**src/rtl/dmem_arb_pkg.sv**
```systemverilog
// Shared types and constants for the data-memory arbiter.
// Build option: DMEM_ARB_STARVE_GUARD_EN enables the DMA starvation guard.
package dmem_arb_pkg;

  localparam int DMEM_ADDR_W = 18;
  localparam int DMEM_DATA_W = 8;
  localparam int STARVE_W    = 8;

  localparam logic [DMEM_ADDR_W-1:0] MMIO_SELECT_ADDR = 18'h3D08D;
  localparam logic [DMEM_ADDR_W-1:0] MMIO_SECTOR_ADDR = 18'h3D08E;

  typedef enum logic [1:0] {
    OWN_NONE = 2'd0,
    OWN_CPU  = 2'd1,
    OWN_DMA  = 2'd2
  } owner_e;

endpackage

```
**src/rtl/dmem_starve_counter.sv**
```systemverilog
// Saturating counter of consecutive denied DMA cycles.
// Only instantiated when DMEM_ARB_STARVE_GUARD_EN is defined.
module dmem_starve_counter
  import dmem_arb_pkg::*;
#(
  parameter int MAX = 15
) (
  input  logic clk,
  input  logic rst,
  input  logic inc,
  input  logic clr,
  output logic at_max
);

  logic [STARVE_W-1:0] cnt_q, cnt_d;

  always_comb begin
    cnt_d = cnt_q;
    if (clr)
      cnt_d = '0;
    else if (inc && cnt_q != STARVE_W'(MAX))
      cnt_d = cnt_q + 1'b1;
  end

  always_ff @(posedge clk) begin
    if (rst) cnt_q <= '0;
    else     cnt_q <= cnt_d;
  end

  assign at_max = (cnt_q == STARVE_W'(MAX));

endmodule

```
**src/rtl/dmem_arbiter.sv**
```systemverilog
// Single-port data RAM arbiter: CPU load/store port vs. read-only output DMA.
// Build option: DMEM_ARB_STARVE_GUARD_EN adds a forced DMA grant after STARVE_MAX denials.
module dmem_arbiter
  import dmem_arb_pkg::*;
#(
  parameter int ADDR_W     = DMEM_ADDR_W,
  parameter int DATA_W     = DMEM_DATA_W,
  parameter int STARVE_MAX = 15
) (
  input  logic              clk,
  input  logic              rst,
  input  logic              cpu_req,
  input  logic              cpu_we,
  input  logic [ADDR_W-1:0] cpu_addr,
  input  logic [DATA_W-1:0] cpu_wdata,
  output logic              cpu_gnt,
  output logic              cpu_rvalid,
  output logic [DATA_W-1:0] cpu_rdata,
  input  logic              dma_req,
  input  logic [ADDR_W-1:0] dma_addr,
  output logic              dma_gnt,
  output logic              dma_rvalid,
  output logic [DATA_W-1:0] dma_rdata,
  output logic [ADDR_W-1:0] mem_addr,
  output logic [DATA_W-1:0] mem_wdata,
  output logic              mem_wren,
  input  logic [DATA_W-1:0] mem_q
);

  if (STARVE_MAX < 1 || STARVE_MAX > 255) begin : g_bad_starve_max
    $error("dmem_arbiter: STARVE_MAX must be within 1..255");
  end

  logic   forced;
  owner_e owner_q, owner_d;

`ifdef DMEM_ARB_STARVE_GUARD_EN
  logic starve_at_max;

  dmem_starve_counter #(.MAX(STARVE_MAX)) u_starve (
    .clk    (clk),
    .rst    (rst),
    .inc    (dma_req & ~dma_gnt),
    .clr    (dma_gnt | ~dma_req),
    .at_max (starve_at_max)
  );

  assign forced = starve_at_max & dma_req;
`else
  assign forced = 1'b0;
`endif

  always_comb begin
    cpu_gnt   = 1'b0;
    dma_gnt   = 1'b0;
    mem_addr  = '0;
    mem_wdata = '0;
    mem_wren  = 1'b0;
    if (!rst) begin
      if (cpu_req && !forced) cpu_gnt = 1'b1;
      else if (dma_req)       dma_gnt = 1'b1;
    end
    if (cpu_gnt) begin
      mem_addr  = cpu_addr;
      mem_wdata = cpu_wdata;
      mem_wren  = cpu_we;
    end else if (dma_gnt) begin
      mem_addr  = dma_addr;
    end
  end

  // Tag the granted read so the returning mem_q is steered next cycle.
  always_comb begin
    owner_d = OWN_NONE;
    if (cpu_gnt && !cpu_we) owner_d = OWN_CPU;
    else if (dma_gnt)       owner_d = OWN_DMA;
  end

  always_ff @(posedge clk) begin
    if (rst) owner_q <= OWN_NONE;
    else     owner_q <= owner_d;
  end

  // Gating by rst drops a read still in flight when reset arrives.
  assign cpu_rvalid = !rst && owner_q == OWN_CPU;
  assign dma_rvalid = !rst && owner_q == OWN_DMA;
  assign cpu_rdata  = cpu_rvalid ? mem_q : '0;
  assign dma_rdata  = dma_rvalid ? mem_q : '0;

endmodule
```
**config.mk**
```make
export PLATFORM = sky130hd
export DESIGN_NAME = dmem_arbiter
export DESIGN_NICKNAME = d
export VERILOG_FILES = /design/src/rtl/dmem_arb_pkg.sv /design/src/rtl/dmem_starve_counter.sv /design/src/rtl/dmem_arbiter.sv
export SDC_FILE = /design/constraint.sdc
export NUM_CORES = 1
export LEC_CHECK = 0
export ABC_CLOCK_PERIOD_IN_PS = 1200
export BUFFER_PORTS_ARGS = -buffer_cell sky130_fd_sc_hd__buf_2
export CORE_MARGIN = 2
export CORE_UTILIZATION = 23
export CTS_CLUSTER_SIZE = 30
export DETAILED_ROUTE_END_ITERATION = 8
export PLACE_DENSITY = 0.81
export REMOVE_ABC_BUFFERS = 1
export SLEW_MARGIN = 20
export SYNTH_ARGS = -nofsm -noshare
export SYNTH_HDL_FRONTEND = slang
export SYNTH_SLANG_ARGS = --single-unit
export TNS_END_PERCENT = 5
```
**constraint.sdc**
```tcl
create_clock -name clk -period 1.2 [get_ports clk]
set_clock_uncertainty 0.1 [all_clocks]
set_input_delay 0.24 -clock clk [delete_from_list [all_inputs] [get_ports clk]]
set_output_delay 0.24 -clock clk [all_outputs]
set_load 0.01 [all_outputs]
```
## After elaboration in Yosys (flattened, before gate mapping)

Cells that the tools add are included.

- Memory bits (read-only): 0
- Register bits after elaboration: 2
- Memories kept: 0
- Word-level logic and storage cells: 23
- Input port bits: 57
- RAM bits: 0
- Latch bits: 0
- Output and inout bits: 47

- $mul: 0
- Equal/unequal tests: 2
- $add $sub $neg: 0
- Divide/modulo/power cells: 0
- Multiplexer cells: 13
- Magnitude comparators: 0
- Shift-type cells: 0
- Reductions and logical operators: 6
- Bitwise gates (word level): 0

Operator list:

| cell | number |
|---|---|
| $mux 18 | 2 |
| $mux 8 | 3 |
| $mux 1 | 7 |
| $logic_and 1x1->1 | 3 |
| $eq 2x1->1 const B | 1 |
| $eq 2x2->1 const B | 1 |
| $logic_not 1->1 | 2 |
| $mux 2 | 1 |
| $reduce_or 2->1 | 1 |

## Depth between registers and ports, before layout

Gate-level depths: netlist of run 1.

- Word-level depth: 5
- Depth in mapped cells: 4

## Worst setup path before layout of run 1

Ideal clock, no wire load.

- Path type: reg2out
- Start: register owner_q[0]
- End: output cpu_rdata[0]
- Arrival time: 0.914 ns
- Path slack: -0.054 ns
- Buffers on the path: 0
- Cell stages (with the launch flop): 3
- Cell sequence: dfxtp_1 -> nor3b_2 -> and2_1

- Longest elaborated chain between the ends: 3

RTL lines:

| item | RTL line | text |
|---|---|---|
| start, declared | dmem_arbiter.sv:35 | `owner_e owner_q, owner_d;` |
| start signal, assigned | dmem_arbiter.sv:81 | `else owner_q <= owner_d;` |
| $eq 2x1->1 | dmem_arbiter.sv:85 | `assign cpu_rvalid = !rst && owner_q == OWN_CPU;` |
| $logic_and 1x1->1 | dmem_arbiter.sv:85 |  |
| via cpu_rvalid | dmem_arbiter.sv:17 | `output logic cpu_rvalid,` |
| $mux 8 | dmem_arbiter.sv:87 | `assign cpu_rdata = cpu_rvalid ? mem_q : '0;` |
| end, declared | dmem_arbiter.sv:18 | `output logic [DATA_W-1:0] cpu_rdata,` |

The timed path passes the listed nets, and every way through them passes these cells.

## Final worst setup path of run 1

- Start: register owner_q[0]
- End: output cpu_rdata[1]

- Longest elaborated chain between the ends: 3

RTL lines:

| item | RTL line |
|---|---|
| $eq 2x1->1 | dmem_arbiter.sv:85 |
| $logic_and 1x1->1 | dmem_arbiter.sv:85 |
| $mux 8 | dmem_arbiter.sv:87 |

No other way between the ends.

==> results of run 1 <==
[how the worst max path moves through the flow]
stage	endpoint	slack, ns	depth (start not counted)
after CTS	cpu_rdata[1]	-0.27	4
after global routing	cpu_rdata[6]	-0.35	4
after global placement	mem_addr[17]	-0.16	5
after detailed placement	mem_addr[15]	-0.16	5
after floorplan	mem_wdata[0]	-0.65	2
final	cpu_rdata[1]	-0.26	4
[critical path, stage by stage (launching register included)]
cell and delay, ns:
dfxtp_2 0.31, nor3b_2 0.14, buf_4 0.15, and2_1 0.16, buf_2 0.14
[layout make-up]
type / instances / area (um2) / area share
well taps: 27 / 33.8 / 0.0308
clock buffers: 3 / 22.5 / 0.0205
repair buffers: 108 / 592 / 0.539
flip-flops and latches: 2 / 42.5 / 0.0387
multi-input cells: 50 / 408 / 0.371
[synth_stat cells]
| cell type | number | area, um2 |
|---|---|---|
| and2_1 | 27 | 169 |
| a32o_1 | 18 | 180 |
| clkbuf_1 | 4 | 15.0 |
| buf_2 | 2 | 10.0 |
| dfxtp_1 | 2 | 40.0 |
| nor2b_1 | 2 | 12.5 |
| nor3b_2 | 2 | 25.0 |
| buf_4 | 1 | 7.51 |
| nor2_1 | 1 | 3.75 |
[through the flow]
| stage | cell area, um2 | hold slack [ns] |
|---|---|---|
| detailed placement | 1020 | 0.317 |
| finish | 1100 | 0.0785 |
| global placement | 1020 | 0.305 |
| floorplan | 430 | 0.212 |
| CTS | 1060 | 0.0684 |
| global route | 1100 | 0.0793 |
[repair_timing]
action / 4_1_cts / 5_1_grt
setup endpoints to repair: 47 / 46
pin swaps: 7 / 6
gates resized for setup: 7 / 9
cloned: 0 / 0
[layer usage]
metal / vias to the layer above / share of wire
li1: 436 / -
met3: 2 / 0.11
met4: 0 / 0.0081
met2: 65 / 0.50
met1: 391 / 0.38
met5: - / 0
[power groups by stage]
stage	Clock [mW]	Sequential (mW)	Combinational, mW
6_report	0.153	0.0720	0.303
5_1_grt	0.170	0.0726	0.331
4_1_cts	0.159	0.0721	0.292
3_5_place_dp	0	0.0725	0.283
3_3_place_gp	0	0.0720	0.278
2_1_floorplan	0	0.0718	0.108
[kinds of logic after synthesis]
family / count (synthesis) / synth area share
DFF: 2 / 0.0865
and+or+nand+nor: 32 / 0.454
buffers and inverters: 7 / 0.0703
AOI/OAI and AO/OA: 18 / 0.389
==> results.cfg, run 1 <==
[floorplanning]
core_area_um2 = 1920
io_pins = 104
chipHeight_um = 48.9
die_area_um2 = 2390
initial_core_util = 0.241
die_width_um = 48.9
rows = 16

[routing]
detail-route-antenna-nets = 0
wl_per_cell_um = 11.7
wirelength_mm = 2.23
drc = 0
firstDrtPassIters = 4
viasPerCell = 4.71
num_vias = 894
dr.first_iter.drc_count = 13

[cts]
cts_buffer_depth = 2
cts_setup_buffers = 0
h-tree-depth = 1
cts_tree = yes
clk_pin_slew_ns = 0.03
cts_buffers = 3
numClockSinks = 2
holdBufCountCts = 0
cts_root_buffer = clkbuf_4

[power_and_ir_drop]
power_switching_uw = 178
p_sw_frac = 0.337
seqPwrFrac = 0.136
p_total_uw = 528
cellLeakagePower_nw = 0.672
peakVddDrop_uv = 199
power_frac_comb = 0.574
pwr-share-clk = 0.289
p_int_uw = 350
power.density_nw_per_um2 = 481

[finish]
reg_top3 = owner_q: 2 flops
largest_reg_flops = 2
post-route-util = 0.572
fin_cells = 190
nNetsFinal = 222
mostFrequentLayoutCells = 100 x buf_2, 26 x and2_1, 18 x a32o_1
drive_above_1_share = 0.724
final_common_cell = buf_2
n_fill_cell = 177
synthToLayoutAreaGrowth_pct = 137
largest_register = owner_q
num_antenna_cells = 0

[logic_synthesis]
ys_seq_area_frac = 0.0865
ys_types = 9
syn-cell-area_um2 = 463
synth_seq_cells = 2
synth_cells = 59
syn_avg_cell_area_um2 = 7.85
ys_warn_count = 0

[setup_path]
worst_setup_path_end_kind = output pin
cp-startpoint = owner_q[0]
cp.arrival_ns = 1.12
critPathLaunchType = flop
crit_type = reg -> out
worstPathRequired_ns = 0.86
crit_path_max_fanout = 9

[timing]
finalSetupViolCount = 46
worst_slack_ns = -0.262
rsz0062_at_grt = yes
maxSlewViolCount = 0
worst_slew_pin_slew_ns = 0.315
maxSlewHeadroom = 0.790
finalHoldViolCount = 0
post-route-min-period_ns = 1.46
tns_ns = -6.25
fin_crit_sh = 1.22
fmax_mhz = 684

[global_route]
use_met3 = 0.0460
track_usage = 0.180
antenna_found_initial = 0
grt.overflow.total = 0
gr-usage-met1 = 0.171
grt_util_met2 = 0.345
grt_pass1_wl_mm = 3.40
grt_max_degree = 21
busiest_layer = met2
first_global_vias = 821

[place]
port_buffers = 103
dp_hpwl_mm = 1.81
place_congestion = 0.693
place_ws_ns = -0.164
place_inst = 187

[status]
violations = negative setup slack
status = complete, but fails checks

[worst_hold_path]
holdPathEnd = owner_q[0]
holdPathStages = 2
hp-start = cpu_we
worstHoldPathType = in -> reg

[flow_run]
cap_violations = 0
Power figures use the tool's default switching activity.
==> run 2, diff against run 1 <==
--- a/config.mk
+++ b/config.mk
@@ -13,6 +13,7 @@
 export DETAILED_ROUTE_END_ITERATION = 8
 export PLACE_DENSITY = 0.81
 export REMOVE_ABC_BUFFERS = 1
+export SKIP_CTS_REPAIR_TIMING = 1
 export SLEW_MARGIN = 20
 export SYNTH_ARGS = -nofsm -noshare
 export SYNTH_HDL_FRONTEND = slang
==> run 2 against run 1 <==
  * The run still ends with negative setup slack left
  * Via count down 0.34%
  * Wire length decreased by 2.5%
  * First-iteration DRC count is 15% lower
==> results.cfg, run 2 (synthesized netlist as in run 1, its figures left out) <==
[status]
status = complete, but fails checks
violations = negative setup slack

[cts]
h-tree-depth = 1
cts_buffer_depth = 2
cts_root_buffer = clkbuf_4
cts_tree = yes
numClockSinks = 2
cts_buffers = 3
clk_pin_slew_ns = 0.03

[routing]
viasPerCell = 4.69
dr.first_iter.drc_count = 11
firstDrtPassIters = 5
wl_per_cell_um = 11.4
wirelength_mm = 2.17
num_vias = 891
detail-route-antenna-nets = 0
drc = 0

[finish]
fin_area_um2 = 1060
final_common_cell = buf_2
fin_cells = 190
reg_top3 = owner_q: 2 flops
post-route-util = 0.552
n_fill_cell = 182
largest_register = owner_q
largest_reg_flops = 2
drive_above_1_share = 0.718
num_antenna_cells = 0
nNetsFinal = 222
mostFrequentLayoutCells = 102 x buf_2, 26 x and2_1, 18 x a32o_1
synthToLayoutAreaGrowth_pct = 129

[global_route]
track_usage = 0.176
first_global_vias = 819
antenna_found_initial = 0
grt.overflow.total = 0
grt_max_degree = 21
grt_pass1_wl_mm = 3.34

[setup_path]
cp.arrival_ns = 1.12
critPathLaunchType = flop
crit_type = reg -> out
crit_path_max_fanout = 9
worstPathRequired_ns = 0.86
worst_setup_path_end_kind = output pin

[timing]
maxSlewHeadroom = 0.789
finalHoldViolCount = 0
fin_crit_sh = 1.22
worst_slew_pin_slew_ns = 0.316
maxSlewViolCount = 0
rsz0062_at_grt = yes
whs_ns = 0.0776
worst_slack_ns = -0.259
post-route-min-period_ns = 1.46
fmax_mhz = 686
finalSetupViolCount = 46

[floorplanning]
die_width_um = 48.9
die_area_um2 = 2390
rows = 16
core_area_um2 = 1920
initial_core_util = 0.241
io_pins = 104
chipHeight_um = 48.9

[place]
place_congestion = 0.693
port_buffers = 103
place_inst = 187
dp_hpwl_mm = 1.81
dpl_cell_area_um2 = 1020

[worst_hold_path]
hp-start = cpu_we
holdPathStages = 2
worstHoldPathType = in -> reg
holdPathEnd = owner_q[0]

[flow_run]
cap_violations = 0

[power_and_ir_drop]
peakVddDrop_uv = 188
p_total_uw = 506
power.density_nw_per_um2 = 477
cellLeakagePower_nw = 0.659
==> run 2: cell types whose count changed in the layout (fill, tap and decap cells not counted) <==
cell / previous run / this run
nor2_1: 0 / 1
nor2b_2: 0 / 1
buf_12: 1 / 0
buf_2: 100 / 102
nor2_4: 1 / 0
buf_8: 1 / 0
nor2b_4: 1 / 0
==> run 2: critical path: stages, from the launching register on <==
cell     delay (ns)
dfxtp_2        0.31
nor3b_2        0.14
buf_4          0.15
and2_1         0.16
buf_2          0.14
==> run 2: per-stage QoR <==
step                TNS [ns]  setup WS [ns]
global placement       -4.82         -0.163
detailed placement     -5.29         -0.164
floorplan             -19.22         -0.648
CTS                    -8.76         -0.289
finish                 -7.28         -0.259
global route          -10.77         -0.349
==> run 2: layout make-up <==
type / instances / area (um2) / area share
flip-flops and latches: 2 / 42.5 / 0.0401
clock buffers: 3 / 22.5 / 0.0212
multi-input cells: 50 / 395 / 0.373
repair buffers: 108 / 567 / 0.534
well taps: 27 / 33.8 / 0.0318
==> run 2: worst max path at each step <==
stage / startpoint / to / slack, ns / depth (start not counted)
floorplan: cpu_req / mem_wdata[0] / -0.65 / 2
global placement: rst / mem_addr[17] / -0.16 / 5
detailed placement: rst / mem_addr[15] / -0.16 / 5
CTS: owner_q[0] / cpu_rdata[1] / -0.29 / 4
global route: owner_q[0] / cpu_rdata[6] / -0.35 / 4
finish: owner_q[0] / cpu_rdata[1] / -0.26 / 4
==> run 2: where the power goes <==
group	internal (mW)	switching (mW)	leakage (nW)
logic	0.157	0.128	0.628
registers	0.0703	0.00174	0.0172
clock network	0.110	0.0385	0.0138
==> run 2: metal layers <==
layer / up-vias / global-route usage / wire length, um
li1: 436 / - / -
met5: - / 0 / 0
met2: 65 / 0.345 / 1100
met3: 2 / 0.0460 / 246
met1: 388 / 0.165 / 799
met4: 0 / 0.0857 / 24
